## src/rtl/vga_pkg.sv

```systemverilog
// Shared definitions for the VGA plot scheduler slice.
//   - screen geometry (SCREEN_W x SCREEN_H) and coordinate/colour widths
//   - scheduler state enum
package vga_pkg;

    localparam int SCREEN_W = 160;
    localparam int SCREEN_H = 120;
    localparam int XW       = 8;
    localparam int YW       = 7;
    localparam int CW       = 3;

    typedef enum logic [1:0] {
        IDLE = 2'd0,
        FILL = 2'd1,
        DONE = 2'd2
    } state_t;

endpackage

```

## src/rtl/vga_plot_scheduler_if.sv

```systemverilog
// Handshake/bus bundle between the requesters and the plot scheduler.
//   pix_*   : single-pixel request port (req held until pix_ack)
//   fill_*  : rectangle-fill request port (req held until fill_ack)
//   vga_*   : adapter write port (x/y/colour/plot)
// Optional macro VGA_PLOT_SCHEDULER_ABORT_EN adds fill_abort.
// modport slave  : the scheduler side
// modport master : the requester/adapter side
interface vga_plot_scheduler_if #(
    parameter int XW = vga_pkg::XW,
    parameter int YW = vga_pkg::YW,
    parameter int CW = vga_pkg::CW
);
    logic          pix_req;
    logic [XW-1:0] pix_x;
    logic [YW-1:0] pix_y;
    logic [CW-1:0] pix_colour;
    logic          pix_ack;

    logic          fill_req;
    logic [XW-1:0] fill_x0;
    logic [YW-1:0] fill_y0;
    logic [XW-1:0] fill_x1;
    logic [YW-1:0] fill_y1;
    logic [CW-1:0] fill_colour;
    logic          fill_ack;
    logic          fill_busy;
    logic          fill_done;
`ifdef VGA_PLOT_SCHEDULER_ABORT_EN
    logic          fill_abort;
`endif

    logic [XW-1:0] vga_x;
    logic [YW-1:0] vga_y;
    logic [CW-1:0] vga_colour;
    logic          vga_plot;

    modport slave (
        input  pix_req, pix_x, pix_y, pix_colour,
        input  fill_req, fill_x0, fill_y0, fill_x1, fill_y1, fill_colour,
`ifdef VGA_PLOT_SCHEDULER_ABORT_EN
        input  fill_abort,
`endif
        output pix_ack, fill_ack, fill_busy, fill_done,
        output vga_x, vga_y, vga_colour, vga_plot
    );

    modport master (
        output pix_req, pix_x, pix_y, pix_colour,
        output fill_req, fill_x0, fill_y0, fill_x1, fill_y1, fill_colour,
`ifdef VGA_PLOT_SCHEDULER_ABORT_EN
        output fill_abort,
`endif
        input  pix_ack, fill_ack, fill_busy, fill_done,
        input  vga_x, vga_y, vga_colour, vga_plot
    );

endinterface

```

## src/rtl/vga_rect_cursor.sv

```systemverilog
// Row-major rectangle walker for the fill engine.
//   load        : latch x0/x1c/y1c, cursor <- (x0,y0)
//   step        : advance cursor one pixel, x fastest, wrapping to x0
//   cur_x/cur_y : current pixel
//   last        : cursor sits on (x1c,y1c)
// Bounds arrive already clipped, so x never exceeds x1c and the y
// increment past y1c (only on the final step) still fits in YW bits.
module vga_rect_cursor
    import vga_pkg::*;
(
    input  logic          clock,
    input  logic          reset,
    input  logic          load,
    input  logic [XW-1:0] x0,
    input  logic [YW-1:0] y0,
    input  logic [XW-1:0] x1c,
    input  logic [YW-1:0] y1c,
    input  logic          step,
    output logic [XW-1:0] cur_x,
    output logic [YW-1:0] cur_y,
    output logic          last
);

    logic [XW-1:0] x0_q, x1_q, cx_q;
    logic [YW-1:0] y1_q, cy_q;

    always_ff @(posedge clock) begin
        if (reset) begin
            x0_q <= '0;
            x1_q <= '0;
            y1_q <= '0;
            cx_q <= '0;
            cy_q <= '0;
        end else if (load) begin
            x0_q <= x0;
            x1_q <= x1c;
            y1_q <= y1c;
            cx_q <= x0;
            cy_q <= y0;
        end else if (step) begin
            if (cx_q == x1_q) begin
                cx_q <= x0_q;
                cy_q <= cy_q + 1'b1;
            end else begin
                cx_q <= cx_q + 1'b1;
            end
        end
    end

    assign cur_x = cx_q;
    assign cur_y = cy_q;
    assign last  = (cx_q == x1_q) && (cy_q == y1_q);

endmodule

```

## src/rtl/vga_plot_scheduler.sv

```systemverilog
// Shares the VGA adapter write port between a single-pixel requester and
// a rectangle-fill engine; one pixel per clock, all outputs registered.
//   clock, reset : system clock, synchronous active-high reset
//   bus (slave)  : pix_* / fill_* request ports and vga_* adapter port
// Pixel requests win over fills in IDLE; a fill owns the port until its
// fill_done. Out-of-range pixels are acknowledged but not plotted; fill
// corners are clipped to the screen and empty rectangles plot nothing.
// Optional macro VGA_PLOT_SCHEDULER_ABORT_EN enables bus.fill_abort.
module vga_plot_scheduler
    import vga_pkg::*;
#(
    parameter int X_MAX = SCREEN_W - 1,
    parameter int Y_MAX = SCREEN_H - 1
) (
    input  logic                 clock,
    input  logic                 reset,
    vga_plot_scheduler_if.slave  bus
);

    localparam logic [XW-1:0] X_LIM = XW'(X_MAX);
    localparam logic [YW-1:0] Y_LIM = YW'(Y_MAX);

    state_t        state_q, state_d;
    logic          do_pix, do_fill, fill_step;
    logic          abort_w;
    logic [XW-1:0] x1c, cur_x;
    logic [YW-1:0] y1c, cur_y;
    logic          fill_empty, pix_ok, cur_last;

    logic          pix_ack_q, fill_ack_q, fill_busy_q, fill_done_q, plot_q;
    logic [XW-1:0] vx_q;
    logic [YW-1:0] vy_q;
    logic [CW-1:0] vc_q, fill_col_q;

`ifdef VGA_PLOT_SCHEDULER_ABORT_EN
    assign abort_w = bus.fill_abort;
`else
    assign abort_w = 1'b0;
`endif

    assign x1c        = (bus.fill_x1 > X_LIM) ? X_LIM : bus.fill_x1;
    assign y1c        = (bus.fill_y1 > Y_LIM) ? Y_LIM : bus.fill_y1;
    assign fill_empty = (bus.fill_x0 > x1c) || (bus.fill_y0 > y1c);
    assign pix_ok     = (bus.pix_x <= X_LIM) && (bus.pix_y <= Y_LIM);

    vga_rect_cursor u_cursor (
        .clock (clock),
        .reset (reset),
        .load  (do_fill && !fill_empty),
        .x0    (bus.fill_x0),
        .y0    (bus.fill_y0),
        .x1c   (x1c),
        .y1c   (y1c),
        .step  (fill_step),
        .cur_x (cur_x),
        .cur_y (cur_y),
        .last  (cur_last)
    );

    always_ff @(posedge clock) begin
        if (reset) state_q <= IDLE;
        else       state_q <= state_d;
    end

    // The pix_ack guard keeps a still-high pix_req from being served twice
    // and lets a waiting fill in on the following edge.
    always_comb begin
        state_d   = state_q;
        do_pix    = 1'b0;
        do_fill   = 1'b0;
        fill_step = 1'b0;
        unique case (state_q)
            IDLE: begin
                if (bus.pix_req && !pix_ack_q) begin
                    do_pix = 1'b1;
                end else if (bus.fill_req) begin
                    do_fill = 1'b1;
                    state_d = fill_empty ? DONE : FILL;
                end
            end
            FILL: begin
                if (abort_w) begin
                    state_d = DONE;
                end else begin
                    fill_step = 1'b1;
                    if (cur_last) state_d = DONE;
                end
            end
            DONE:    state_d = IDLE;
            default: state_d = IDLE;
        endcase
    end

    always_ff @(posedge clock) begin
        if (reset) begin
            pix_ack_q   <= 1'b0;
            fill_ack_q  <= 1'b0;
            fill_busy_q <= 1'b0;
            fill_done_q <= 1'b0;
            plot_q      <= 1'b0;
            vx_q        <= '0;
            vy_q        <= '0;
            vc_q        <= '0;
            fill_col_q  <= '0;
        end else begin
            pix_ack_q   <= do_pix;
            fill_ack_q  <= do_fill;
            fill_done_q <= (state_q == DONE);
            plot_q      <= 1'b0;
            if (do_fill) fill_col_q <= bus.fill_colour;
            // busy covers the ack cycle through the last plot
            if (do_fill && !fill_empty) fill_busy_q <= 1'b1;
            else if (state_q == DONE)   fill_busy_q <= 1'b0;
            // coordinates only move when something is plotted
            if (do_pix && pix_ok) begin
                plot_q <= 1'b1;
                vx_q   <= bus.pix_x;
                vy_q   <= bus.pix_y;
                vc_q   <= bus.pix_colour;
            end else if (fill_step) begin
                plot_q <= 1'b1;
                vx_q   <= cur_x;
                vy_q   <= cur_y;
                vc_q   <= fill_col_q;
            end
        end
    end

    assign bus.pix_ack    = pix_ack_q;
    assign bus.fill_ack   = fill_ack_q;
    assign bus.fill_busy  = fill_busy_q;
    assign bus.fill_done  = fill_done_q;
    assign bus.vga_plot   = plot_q;
    assign bus.vga_x      = vx_q;
    assign bus.vga_y      = vy_q;
    assign bus.vga_colour = vc_q;

endmodule
```

## src/flat_wrapper.sv

```systemverilog
// flat-port wrapper written by rule: the top's interface ports become plain ports
module vga_plot_scheduler_flat import vga_pkg::*;
#(
    parameter int X_MAX = SCREEN_W - 1,
    parameter int Y_MAX = SCREEN_H - 1
)
  (clock, reset, bus_pix_req, bus_pix_x, bus_pix_y, bus_pix_colour, bus_fill_req, bus_fill_x0, bus_fill_y0, bus_fill_x1, bus_fill_y1, bus_fill_colour, bus_pix_ack, bus_fill_ack, bus_fill_busy, bus_fill_done, bus_vga_x, bus_vga_y, bus_vga_colour, bus_vga_plot);
  vga_plot_scheduler_if bus_i ();
  input  logic clock;
  input  logic reset;
  input wire logic [$bits(bus_i.pix_req)-1:0] bus_pix_req;
  input wire logic [$bits(bus_i.pix_x)-1:0] bus_pix_x;
  input wire logic [$bits(bus_i.pix_y)-1:0] bus_pix_y;
  input wire logic [$bits(bus_i.pix_colour)-1:0] bus_pix_colour;
  input wire logic [$bits(bus_i.fill_req)-1:0] bus_fill_req;
  input wire logic [$bits(bus_i.fill_x0)-1:0] bus_fill_x0;
  input wire logic [$bits(bus_i.fill_y0)-1:0] bus_fill_y0;
  input wire logic [$bits(bus_i.fill_x1)-1:0] bus_fill_x1;
  input wire logic [$bits(bus_i.fill_y1)-1:0] bus_fill_y1;
  input wire logic [$bits(bus_i.fill_colour)-1:0] bus_fill_colour;
  output wire logic [$bits(bus_i.pix_ack)-1:0] bus_pix_ack;
  output wire logic [$bits(bus_i.fill_ack)-1:0] bus_fill_ack;
  output wire logic [$bits(bus_i.fill_busy)-1:0] bus_fill_busy;
  output wire logic [$bits(bus_i.fill_done)-1:0] bus_fill_done;
  output wire logic [$bits(bus_i.vga_x)-1:0] bus_vga_x;
  output wire logic [$bits(bus_i.vga_y)-1:0] bus_vga_y;
  output wire logic [$bits(bus_i.vga_colour)-1:0] bus_vga_colour;
  output wire logic [$bits(bus_i.vga_plot)-1:0] bus_vga_plot;
  assign bus_i.pix_req = bus_pix_req;
  assign bus_i.pix_x = bus_pix_x;
  assign bus_i.pix_y = bus_pix_y;
  assign bus_i.pix_colour = bus_pix_colour;
  assign bus_i.fill_req = bus_fill_req;
  assign bus_i.fill_x0 = bus_fill_x0;
  assign bus_i.fill_y0 = bus_fill_y0;
  assign bus_i.fill_x1 = bus_fill_x1;
  assign bus_i.fill_y1 = bus_fill_y1;
  assign bus_i.fill_colour = bus_fill_colour;
  assign bus_pix_ack = bus_i.pix_ack;
  assign bus_fill_ack = bus_i.fill_ack;
  assign bus_fill_busy = bus_i.fill_busy;
  assign bus_fill_done = bus_i.fill_done;
  assign bus_vga_x = bus_i.vga_x;
  assign bus_vga_y = bus_i.vga_y;
  assign bus_vga_colour = bus_i.vga_colour;
  assign bus_vga_plot = bus_i.vga_plot;
  vga_plot_scheduler #(.X_MAX(X_MAX), .Y_MAX(Y_MAX)) u_core (.clock(clock), .reset(reset), .bus(bus_i));
endmodule
```

## config.mk

```make
export PLATFORM = sky130hd
export DESIGN_NAME = vga_plot_scheduler_flat
export DESIGN_NICKNAME = d
export VERILOG_FILES = /design/src/rtl/vga_pkg.sv /design/src/rtl/vga_plot_scheduler_if.sv /design/src/rtl/vga_rect_cursor.sv /design/src/rtl/vga_plot_scheduler.sv /design/src/flat_wrapper.sv
export SDC_FILE = /design/constraint.sdc
export NUM_CORES = 1
export LEC_CHECK = 0
export ABC_AREA = 1
export CAP_MARGIN = 15
export CORE_MARGIN = 8
export CORE_UTILIZATION = 40
export CTS_BUF_LIST = sky130_fd_sc_hd__clkbuf_8 sky130_fd_sc_hd__clkbuf_16
export CTS_CLUSTER_DIAMETER = 200
export DETAILED_ROUTE_END_ITERATION = 10
export GPL_TIMING_DRIVEN = 0
export PLACE_DENSITY = 0.73
export SYNTH_ARGS = -nofsm -noshare
export SYNTH_HDL_FRONTEND = slang
export SYNTH_SLANG_ARGS = --single-unit
```

## constraint.sdc

```tcl
create_clock -name clock -period 2.5 [get_ports clock]
set_input_delay 0.375 -clock clock [delete_from_list [all_inputs] [get_ports clock]]
set_output_delay 0.375 -clock clock [all_outputs]
set_load 0.005 [all_outputs]
```

==> flow_summary.json, run 1 <==
{
  "powerDensity_nw_per_um2": 566,
  "met3WireLength_um": 679,
  "yosys.area.top_type": "dfxtp_1",
  "drt-met1-wl_mm": 4.82,
  "leakagePower_nw": 2.16,
  "critPathLaunchType": "primary input",
  "holdCritPathClass": "primary input to register",
  "grt_pass1_wl_mm": 17.3,
  "synth_cells": 545,
  "crit_family": "simple AND/OR/NAND/NOR gates",
  "drc": 0,
  "wirelength_mm": 10.6,
  "gp_congestion": 0.865,
  "reg2reg_depth": 7,
  "ys.flop_type": "dfxtp_1",
  "total_power_mw": 2.79,
  "reg2reg_setup_slack_ns": 0.48,
  "area_growth_pct": 36.1,
  "status": "finished, final reports clean",
  "post-route-util_pct": 56.3,
  "crit_top_cell": "nand2_1",
  "vias": 3845,
  "slew_viol_final": 0,
  "initial_utilization_pct": 41.4,
  "maxCapViolations": 0,
  "postRouteAntennaNets": 0,
  "synth_top_area_share_pct": 36.5,
  "synth.yosys.seq_area_share_pct": 36.5,
  "grt_pass1_vias": 3667,
  "n_antenna_cell": 0,
  "crit_buf_inv": 3,
  "clk_latency_ns": 0.34,
  "hold_viol": 0,
  "drive_above_1_share_pct": 9.43,
  "fillers": 800,
  "crit_type": "primary input to register",
  "finalCritPeriodShare_pct": 89.5,
  "grt_max_degree": 12,
  "drt_iter0_drc": 242,
  "endpoint": "u_core.u_cursor.cur_x[2]$_SDFFE_PP0P_",
  "synth_edf_count": 0,
  "clkTransAtPathRegs_ns": 0.07,
  "synth_top_cells_by_area": "dfxtp_1 36%, nand2_1 20%, ha_1 5.5%",
  "hpwlAfterDp_mm": 8.08,
  "synth_nets": 616,
  "postCtsHoldBufs": 0,
  "cts_sinks": 66,
  "antenna_found_initial": 0,
  "cp-end-kind": "register",
  "worstPathArrival_ns": 2.48,
  "die_w_um": 111,
  "fin_nets": 713,
  "finalClockSkew_ns": 0.00678,
  "synth_most_common_cell": "nand2_1",
  "wl_met2_mm": 4.89,
  "period_needed_ns": 2.24,
  "dr.max_layer_used": "met4",
  "peakVddDrop_mv": 0.233,
  "core-area_sq_um": 8760,
  "cp.depth": 13,
  "crit_fanout": 6,
  "finalSetupViolCount": 0,
  "synth_commonest_cells": "195 x nand2_1, 66 x dfxtp_1, 51 x inv_1",
  "grt.total_usage_pct": 16.5,
  "fmax_mhz": 447,
  "reg2reg_to": "u_core.u_cursor.cur_y[6]$_SDFFE_PP0P_",
  "die-area_sq_um": 12400,
  "yosys_warnings": 0,
  "pin_count": 78,
  "slowest_stage": "clkdlybuf4s50_1",
  "cp-startpoint": "bus_fill_y0[4]",
  "cts_buffers": 9,
  "vias_per_cell": 5.09,
  "tritoncts": "done",
  "io_buffers": 76,
  "cts_root_buffer": "clkbuf_8",
  "synth.distinct_cells": 29,
  "reg2reg_from": "u_core.state_q[1]$_SDFFE_PP0P_",
  "netlist_area_sq_um": 3620,
  "cp_slowest_stage_delay_ns": 0.43,
  "avgSynthCellArea_sq_um": 6.65,
  "crit_chain": "clkdlybuf4s50_1 > ha_1 > a21oi_1 > nor2_1 > a211oi_1 > nand2_1 > nand2_4 > nand3_4 > buf_6 > nand2_1 > nand2_1 > inv_1 > nor2_1",
  "worst_pin_slew_ns": 0.618,
  "rsz0062_at_grt": "false",
  "synthArstFlopShare_pct": 0,
  "required_ns": 2.74,
  "htree_num_levels": 3,
  "slew_headroom_pct": 58.8,
  "overflow": 0,
  "cts_buffer_depth": 2,
  "rows": 34,
  "routedWlPerCell_um": 14.0,
  "die_h_um": 111,
  "ys_seq_elements": 66,
  "dr.pass1.iters": 5
}
==> how the worst min path moves through the flow <==
stage	startpoint	to	slack, ns	cells after the start
after floorplan	u_core.u_cursor.x0_q[0]$_SDFFE_PP0P_	u_core.u_cursor.x0_q[0]$_SDFFE_PP0P_	0.44	2
after CTS	u_core.u_cursor.x0_q[7]$_SDFFE_PP0P_	u_core.u_cursor.x0_q[7]$_SDFFE_PP0P_	0.46	2
after global routing	bus_fill_y1[4]	u_core.u_cursor.y1_q[4]$_SDFFE_PP0P_	0.35	3
final	bus_fill_y1[4]	u_core.u_cursor.y1_q[4]$_SDFFE_PP0P_	0.35	3
after global placement	u_core.u_cursor.x0_q[7]$_SDFFE_PP0P_	u_core.u_cursor.x0_q[7]$_SDFFE_PP0P_	0.45	2
after detailed placement	u_core.u_cursor.x0_q[2]$_SDFFE_PP0P_	u_core.u_cursor.x0_q[2]$_SDFFE_PP0P_	0.45	2
==> cell usage in the layout (no fill, tap or decap), types with 4 or more instances in the layout <==
cell type,synthesis,routed
nand2_1,195,192
nand4_1,21,21
nand3_1,28,28
dlymetal6s2s_1,0,7
o21ai_0,6,4
buf_4,3,7
inv_2,6,6
clkbuf_1,13,12
clkinv_2,1,5
inv_1,51,50
clkdlybuf4s50_1,0,69
clkinv_1,7,7
ha_1,16,15
clkbuf_8,0,10
xor2_1,9,9
nor2_1,35,30
nor2_2,3,5
buf_6,1,8
a21oi_1,37,34
o211ai_1,5,5
xnor2_1,7,7
a31oi_1,18,18
dfxtp_1,66,66
==> flip-flops by register name (all words and copies together) (netlist names), 2 cells and up <==
register,count
u_core.u_cursor.cur_x,8
u_core.bus.vga_x,8
u_core.u_cursor.y1_q,7
u_core.u_cursor.cur_y,7
u_core.state_q,2
u_core.u_cursor.x0_q,8
u_core.fill_col_q,3
u_core.bus.vga_colour,3
u_core.bus.vga_y,7
u_core.u_cursor.x1_q,8
==> repair_timing <==
| action | CTS | global route |
|---|---|---|
| buffers inserted | 0 | 7 |
| endpoints found under the setup margin | 41 | 40 |
| pin swaps | 0 | 7 |
| gates resized for setup | 8 | 44 |
| cloned | 0 | 3 |
| hold endpoints to repair | 0 | 0 |
==> tightest hold or removal path, stage by stage <==
cell,delay (ns)
dlymetal6s2s_1,0.15
nand2_1,0.07
a21oi_1,0.05
==> routing by layer <==
metal  GRT usage, %  vias up
met5              0        -
met4           7.47        0
met3           3.14       18
met2           26.0      144
met1           21.3     1726
li1               -     1957
==> where the power goes <==
part	total, mW	internal (mW)	leakage (nW)	switching (mW)
registers	1.21	1.14	0.538	0.0743
clock network	0.785	0.378	0.0916	0.407
logic	0.797	0.358	1.53	0.439
==> kinds of logic after synthesis <==
logic type / count (synthesis) / share of synthesized area (%)
simple gates: 291 / 33.8
buf+inv: 87 / 9.70
compound gates: 69 / 10.6
flops: 66 / 36.5
xor+xnor: 16 / 3.87
fa+ha+maj: 16 / 5.52
==> stage by stage <==
stage               hold WS, ns  setup TNS (ns)  instance area [sq um]  cells  setup slack, ns
global placement          0.450          -18.28                   4520    729           -0.615
floorplan                 0.440               0                   3620    545            0.234
CTS                       0.465               0                   4700    745           0.0602
finish                    0.347               0                   4930    755            0.263
global route              0.351               0                   4930    755            0.153
detailed placement        0.454          -20.76                   4520    729           -0.675
==> area by class of cell <==
cell class	instances	area [sq um]	area share, %
well taps	108	135	2.74
clock inverters	6	32.5	0.659
flip-flops and latches	66	1320	26.8
repair buffers	85	871	17.6
multi-input cells	393	2030	41.2
inverters	65	251	5.10
clock buffers	10	138	2.79
plain buffers	22	154	3.12
No activity file was read; power rests on OpenSTA's default activity.
==> run 2: changes to the inputs <==
--- a/config.mk
+++ b/config.mk
@@ -6,7 +6,7 @@
 export NUM_CORES = 1
 export LEC_CHECK = 0
 export ABC_AREA = 1
-export CAP_MARGIN = 15
+export CAP_MARGIN = 0
 export CORE_MARGIN = 8
 export CORE_UTILIZATION = 40
 export CTS_BUF_LIST = sky130_fd_sc_hd__clkbuf_8 sky130_fd_sc_hd__clkbuf_16
==> results of run 2 <==
No change in the layout: final DEF, timing and power equal those of run 1.
